### config.mk
export PLATFORM = sky130hd
export DESIGN_NAME = mult_16_bit_seq
export DESIGN_NICKNAME = d
export VERILOG_FILES = /design/src/rtl/mult_16_bit_seq.sv
export SDC_FILE = /design/constraint.sdc
export NUM_CORES = 1
export LEC_CHECK = 0
export CORE_UTILIZATION = 25
export CTS_BUF_LIST = sky130_fd_sc_hd__clkbuf_8
export DETAILED_ROUTE_END_ITERATION = 8
export PLACE_DENSITY_LB_ADDON = 0.15
export RECOVER_POWER = 25
export SYNTH_ARGS = -nofsm -noshare
export SYNTH_HDL_FRONTEND = slang
export SYNTH_SLANG_ARGS = --single-unit
### constraint.sdc
create_clock -name clk -period 7 [get_ports clk]
set_input_delay 1.4 -clock clk [delete_from_list [all_inputs] [get_ports clk]]
set_output_delay 1.4 -clock clk [all_outputs]
set_load 0.05 [all_outputs]
### src/rtl/mult_16_bit_seq.sv
// -----------------------------------------------------------------------------
// mult_16_bit_seq
//
// Sequential unsigned 16x16 multiplier. One 16-bit adder is reused once per
// clock in a shift-add loop, so a full product takes 16 iterations. It works
// as a multi-cycle functional unit beside the ALU: the core pulses Start and
// then watches Busy/Done.
//
// Ports (mult_16_bit_seq):
//   clk       in   1   rising-edge clock
//   rst_n     in   1   asynchronous active-low reset
//   Start     in   1   request, accepted only while Busy is low
//   A         in  16   multiplicand, sampled on the accepting edge
//   B         in  16   multiplier, sampled on the accepting edge
//   Busy      out  1   high while iterating
//   Done      out  1   one-cycle pulse, Product holds a new result
//   Product   out 32   unsigned A*B, held until the next accepted Start
//   Overflow  out  1   Product[31:16] is non-zero, registered with Product
//
// Ports (adder_16_bit):
//   a, b      in  16   addends
//   cin       in   1   carry in
//   s         out 16   sum
//   cout      out  1   carry out (17th bit of the sum)
// -----------------------------------------------------------------------------

module adder_16_bit (
    input  logic [15:0] a,
    input  logic [15:0] b,
    input  logic        cin,
    output logic [15:0] s,
    output logic        cout
);

    assign {cout, s} = {1'b0, a} + {1'b0, b} + {16'd0, cin};

endmodule

module mult_16_bit_seq (
    input  logic        clk,
    input  logic        rst_n,
    input  logic        Start,
    input  logic [15:0] A,
    input  logic [15:0] B,
    output logic        Busy,
    output logic        Done,
    output logic [31:0] Product,
    output logic        Overflow
);

    typedef enum logic [1:0] {
        IDLE = 2'd0,
        RUN  = 2'd1,
        DONE = 2'd2
    } state_t;

    state_t state, state_next;

    logic [15:0] m;
    logic [15:0] p_hi;
    logic [15:0] p_lo;
    logic [4:0]  cnt;

    logic        accept;
    logic        last_iter;

    logic [15:0] add_b;
    logic [15:0] add_s;
    logic        add_cout;
    logic [31:0] iter_result;

    // The adder runs every RUN cycle; a zero multiplier bit just adds zero.
    assign add_b = p_lo[0] ? m : 16'h0000;

    adder_16_bit u_adder (
        .a    (p_hi),
        .b    (add_b),
        .cin  (1'b0),
        .s    (add_s),
        .cout (add_cout)
    );

    // Carry-out becomes the new top bit, so no partial sum bit is lost; the
    // multiplier shifts right and its vacated bits collect product low bits.
    assign iter_result = {add_cout, add_s, p_lo[15:1]};

    always_ff @(posedge clk or negedge rst_n) begin
        if (!rst_n) begin
            state <= IDLE;
        end else begin
            state <= state_next;
        end
    end

    // Next-state and decoded outputs. DONE may accept a new request directly
    // so back-to-back operations lose no cycle to IDLE.
    always_comb begin
        state_next = state;
        accept     = 1'b0;
        last_iter  = 1'b0;
        Busy       = 1'b0;
        Done       = 1'b0;
        case (state)
            IDLE: begin
                if (Start) begin
                    accept     = 1'b1;
                    state_next = RUN;
                end
            end
            RUN: begin
                Busy = 1'b1;
                if (cnt == 5'd15) begin
                    last_iter  = 1'b1;
                    state_next = DONE;
                end
            end
            DONE: begin
                Done = 1'b1;
                if (Start) begin
                    accept     = 1'b1;
                    state_next = RUN;
                end else begin
                    state_next = IDLE;
                end
            end
            default: begin
                state_next = IDLE;
            end
        endcase
    end

    // Datapath registers. Product/Overflow are only written on the final
    // iteration, so they stay stable through the whole next operation.
    always_ff @(posedge clk or negedge rst_n) begin
        if (!rst_n) begin
            m        <= 16'd0;
            p_hi     <= 16'd0;
            p_lo     <= 16'd0;
            cnt      <= 5'd0;
            Product  <= 32'd0;
            Overflow <= 1'b0;
        end else if (accept) begin
            m    <= A;
            p_lo <= B;
            p_hi <= 16'd0;
            cnt  <= 5'd0;
        end else if (state == RUN) begin
            {p_hi, p_lo} <= iter_result;
            cnt          <= cnt + 5'd1;
            if (last_iter) begin
                Product  <= iter_result;
                Overflow <= (iter_result[31:16] != 16'd0);
            end
        end
    end

endmodule
# After elaboration in Yosys (flattened, before gate mapping)
# Cells that the tools add are included.
# op_classes
addsub	2
eq_ne	5
mux	17
bitwise_logic	1
n_reduce_logical	6
# ops
operator	count
two-way mux 16 bit	5
adder 16 x 16 -> 17 bit	1
nonzero test 16 bit	1
two-way mux 5 bit	2
two-way mux 1 bit	7
one-hot mux 2 bit (3 select lines)	1
adder 5 x 1 -> 5 bit, second input constant	1
== test 5 x 4 -> 1 bit, second input constant	1
two-way mux 2 bit	2
!= test 2 bit, second input constant	2
AND reduction 3 bit	1
== test 2 x 1 -> 1 bit, second input constant	1
== test 2 bit, second input constant	1
logical NOT 2 bit	1
AND reduction 2 bit	1
nonzero test 2 bit	1
OR reduction 2 bit	1
NOT 1 bit	1
# totals
reg_bits	88
in_bits	35
output_inout_bits	35
elab_cells	38

# Depth between registers and ports, before layout
# logic_depth
word_depth	5
ltp_mapped	11
depth_no_buf	10

# Modules after synthesis
# A second synthesis with hierarchy kept.
# hier_totals
cells_unflattened	398
hier_area_um2	4470.5
# modules_own_cells
module	instances	cells_per_inst	area_each_um2	seq_area_each_um2
mult_16_bit_seq	1	309	3737.3	2202.1
adder_16_bit	1	89	733.2	0.0

# Least setup slack after synthesis
# No wires, ideal clock.
# synth_timing
path_type	reg2reg
start	register p_lo[0]
end	register Overflow
setup_time_ps	130
t_arrival_ps	2997
required_time_ps	6870
setup_slack_ps	3873
stages_incl_launch_ff	12
n_path_buf	1
synth_period_minus_slack_ps	3127
path_cell_list	dfrtp_1 -> clkbuf_1 -> and2_1 -> ha_1 -> fa_1 -> a21o_4 -> a221o_1 -> a2111oi_1 -> nor3_1 -> a41o_1 -> nor4_2 -> a2bb2oi_1
# synth_between
elab_chain_len	3
# synth_lines
element	line	rtl
from (decl)	61	logic [15:0] p_lo;
from (signal assigned)	148	{p_hi, p_lo} <= iter_result;
two-way mux 16 bit	73	assign add_b = p_lo[0] ? m : 16'h0000;
adder 16 x 16 -> 17 bit	35	assign {cout, s} = {1'b0, a} + {1'b0, b} + {16'd0, cin};
nonzero test 16 bit	152	Overflow <= (iter_result[31:16] != 16'd0);
to (signal assigned)	152	
to (decl)	48	output logic Overflow
# Every way passes these cells.
# A chain may end at the register's enable or synchronous reset.

# Final worst setup path
# Ends and elaborated chain as after synthesis.

==> results_dict.tcl <==
set metrics [dict create \
    whs_ns 0.4738 \
    r2r_start "p_lo[0]" \
    worst_skew_pair.late_latency_ns 0.38 \
    ys.flop_type "dfrtp_1" \
    crit_path_end_kind "register" \
    max_cap_viol_count 1 \
    dr.pass1.iters 4 \
    fin_skew_ns 0.01097 \
    synth_enable_flop_cells 0 \
    fillers 1731 \
    antenna_found_initial 0 \
    synth_area_um2 4335 \
    synthCells 430 \
    drive_gt1_share_pct 10.91 \
    initial_core_util_pct 25.87 \
    arrival_ns 3.80 \
    worstPathMaxFanout 17 \
    cp-start-kind "register" \
    hold_path_class "reg -> reg" \
    grt-ovfl-total 0 \
    yosys_warnings 0 \
    ir_drop_v 0.0002130 \
    portBuffers 69 \
    routed_wl_mm 11.49 \
    drtIter0Drc 184 \
    cts.clk_slew.worst_paths_ns 0.09 \
    grt_usage_pct 14.03 \
    cts_tree "done" \
    r2r_cells 10 \
    async_flop_share_pct 100.0 \
    drc 0 \
    core_um2 16760 \
    max_slew_margin_pct -59.56 \
    die_w_um 133.7 \
    worst-setup-path-type "reg -> reg" \
    status "finished, violations left" \
    post_cts_resize_count 0 \
    regToRegSetupSlack_ns 3.47 \
    numCtsBuffers 9 \
    timing.rr.end "Overflow" \
    rows 47 \
    synth_cell_type_count 49 \
    dr_total_vias 3367 \
    ant_nets 0 \
    viasPerCell 4.709 \
    die_h_um 133.7 \
    period_minus_slack_ns 3.531 \
    cts_root_buf "clkbuf_8" \
    violations "max-capacitance violations, max-slew violations" \
    grt_max_degree 48 \
    die_area_um2 17870 \
    syn_area_per_cell_um2 10.08 \
    syn-num-nets 484 \
    grt_pass1_vias 3551 \
    synth_common_cells "104 x nand2_1, 88 x dfrtp_1, 27 x mux2_2, 22 x clkbuf_1" \
    seqCellArea_um2 2202 \
    worstHoldStart "m[4]" \
    hold_viol 0 \
    clock-sinks 88 \
    rsz0062_at_grt "false" \
    cts_buffer_depth 2 \
    required_ns 7.27 \
    io_pins 70 \
    multi_input_area_um2 2019 \
    fmax_mhz 283.2 \
    finalCritPeriodShare_pct 50.45 \
    total_leakage_power_nw 2.488 \
    seq_area_frac_synth_pct 50.79 \
    gp_congestion 0.8191 \
    setup_violations 0 \
    tns_ns 0 \
    p_per_area_nw_per_um2 522.6 \
    synth_area_leader_cell "dfrtp_1" \
    yosysMostFrequentCell "nand2_1" \
    endpoint "Overflow" \
    drv_slew 43 \
    nNetsFinal 546 \
    netlist_top_cells_area "dfrtp_1 51%, nand2_1 9.0%, mux2_2 7.0%" \
    grt_pass1_wl_mm 19.18 \
    wl_per_cell_um 16.07 \
    max_slew.worst_pin.slew_ns 2.393 \
    area_growth_syn_to_layout_pct 26.46 \
    synth_top_area_share_pct 50.79 \
    post-dp-hpwl_mm 7.992 \
    diodes 0 \
    htree_levels 3 \
    post_cts_buffers 0 \
    worstSetupStartpoint "p_lo[0]" \
    ys_seq_elements 88 \
    hold_buffers 0 \
]
==> how the worst min path moves through the flow <==
stage,cells past startpoint,slack (ns),end
floorplan,2,0.44,m[15]
global placement,2,0.46,m[0]
detailed placement,2,0.46,m[4]
CTS,2,0.48,m[4]
global route,2,0.51,m[11]
finish,2,0.47,m[4]
==> placed cells by master (no fill, tap or decap), types with 2 or more instances in the layout <==
master and count:
o211ai_1 3, a21oi_1 12, o31ai_1 2, clkbuf_8 9
o21ai_1 3, buf_4 4, nor2_1 7, a21o_1 2
o21ai_0 18, a22o_1 11, bufinv_16 3, a31oi_1 2
nor4_1 2, o311ai_0 2, mux2_2 27, nor3_1 9
ha_1 18, a22oi_1 17, o22ai_1 2, nand4_1 3
clkdlybuf4s50_1 68, xor2_1 7, inv_1 11, xnor2_1 3
nand3_1 6, nand2_1 104, nand2b_1 2, or3_1 3
dfrtp_1 88, and3_1 3, and2_1 18
==> critical path, stage by stage (launching register included) <==
cell       delay [ns]
dfrtp_1          0.58
and2_1           0.24
ha_1             0.21
fa_1             0.43
a21o_4           0.25
a221o_1          0.40
a311o_1          0.43
a211oi_2         0.32
o211ai_1         0.14
nor4_1           0.31
a2bb2oi_1        0.10
==> where the power goes <==
group	leakage, nW	switching [mW]	internal (mW)	total, mW
clock	0.112	0.193	0.234	0.427
sequential	1.11	0.156	0.742	0.898
combinational	1.27	0.948	0.592	1.54
total	2.49	1.30	1.57	2.87
==> per-stage QoR <==
| step | setup slack [ns] | utilization (%) | area (um^2) | std cells | power (mW) |
|---|---|---|---|---|---|
| CTS | 3.448 | 32.74 | 5487 | 715 | 2.911 |
| detailed placement | 3.482 | 31.36 | 5256 | 701 | 2.465 |
| floorplan | 3.873 | - | 4335 | 430 | 1.981 |
| finish | 3.469 | 32.71 | 5483 | 715 | 2.865 |
| global placement | 3.609 | 31.36 | 5256 | 701 | 2.449 |
| global route | 3.046 | 32.71 | 5483 | 715 | 3.105 |
==> cell families after synthesis <==
kind of cell,share of synthesized area (%)
DFF,50.79
xor gates and xnor gates,2.020
AOI/OAI and AO/OA,14.66
muxes,7.013
and+or+nand+nor,17.00
adders and majority gates,5.657
buffers and inverters,2.857
==> flip-flops by register name (all words and copies together), names as in the netlist <==
| register | flops |
|---|---|
| state | 2 |
| m | 16 |
| p_hi | 16 |
| p_lo | 16 |
| Overflow | 1 |
| Product | 32 |
| cnt | 5 |
==> per-layer routing <==
metal	vias up	global-route usage, %	part of all wire [%]
met3	16	4.262	5.0
met5	-	0	0
met2	61	23.26	49
met1	1663	17.06	44
met4	0	5.240	1.7
li1	1627	-	-
==> cell type report <==
type	count	area share, %
Clock buffer	9	2.259
Clock inverter	5	1.940
Inverter	11	0.7531
Multi-Input combinational cell	309	36.83
Sequential cell	88	40.16
Tap cell	220	5.021
Timing Repair Buffer	73	13.03
No activity file was read; power rests on OpenSTA's default activity.
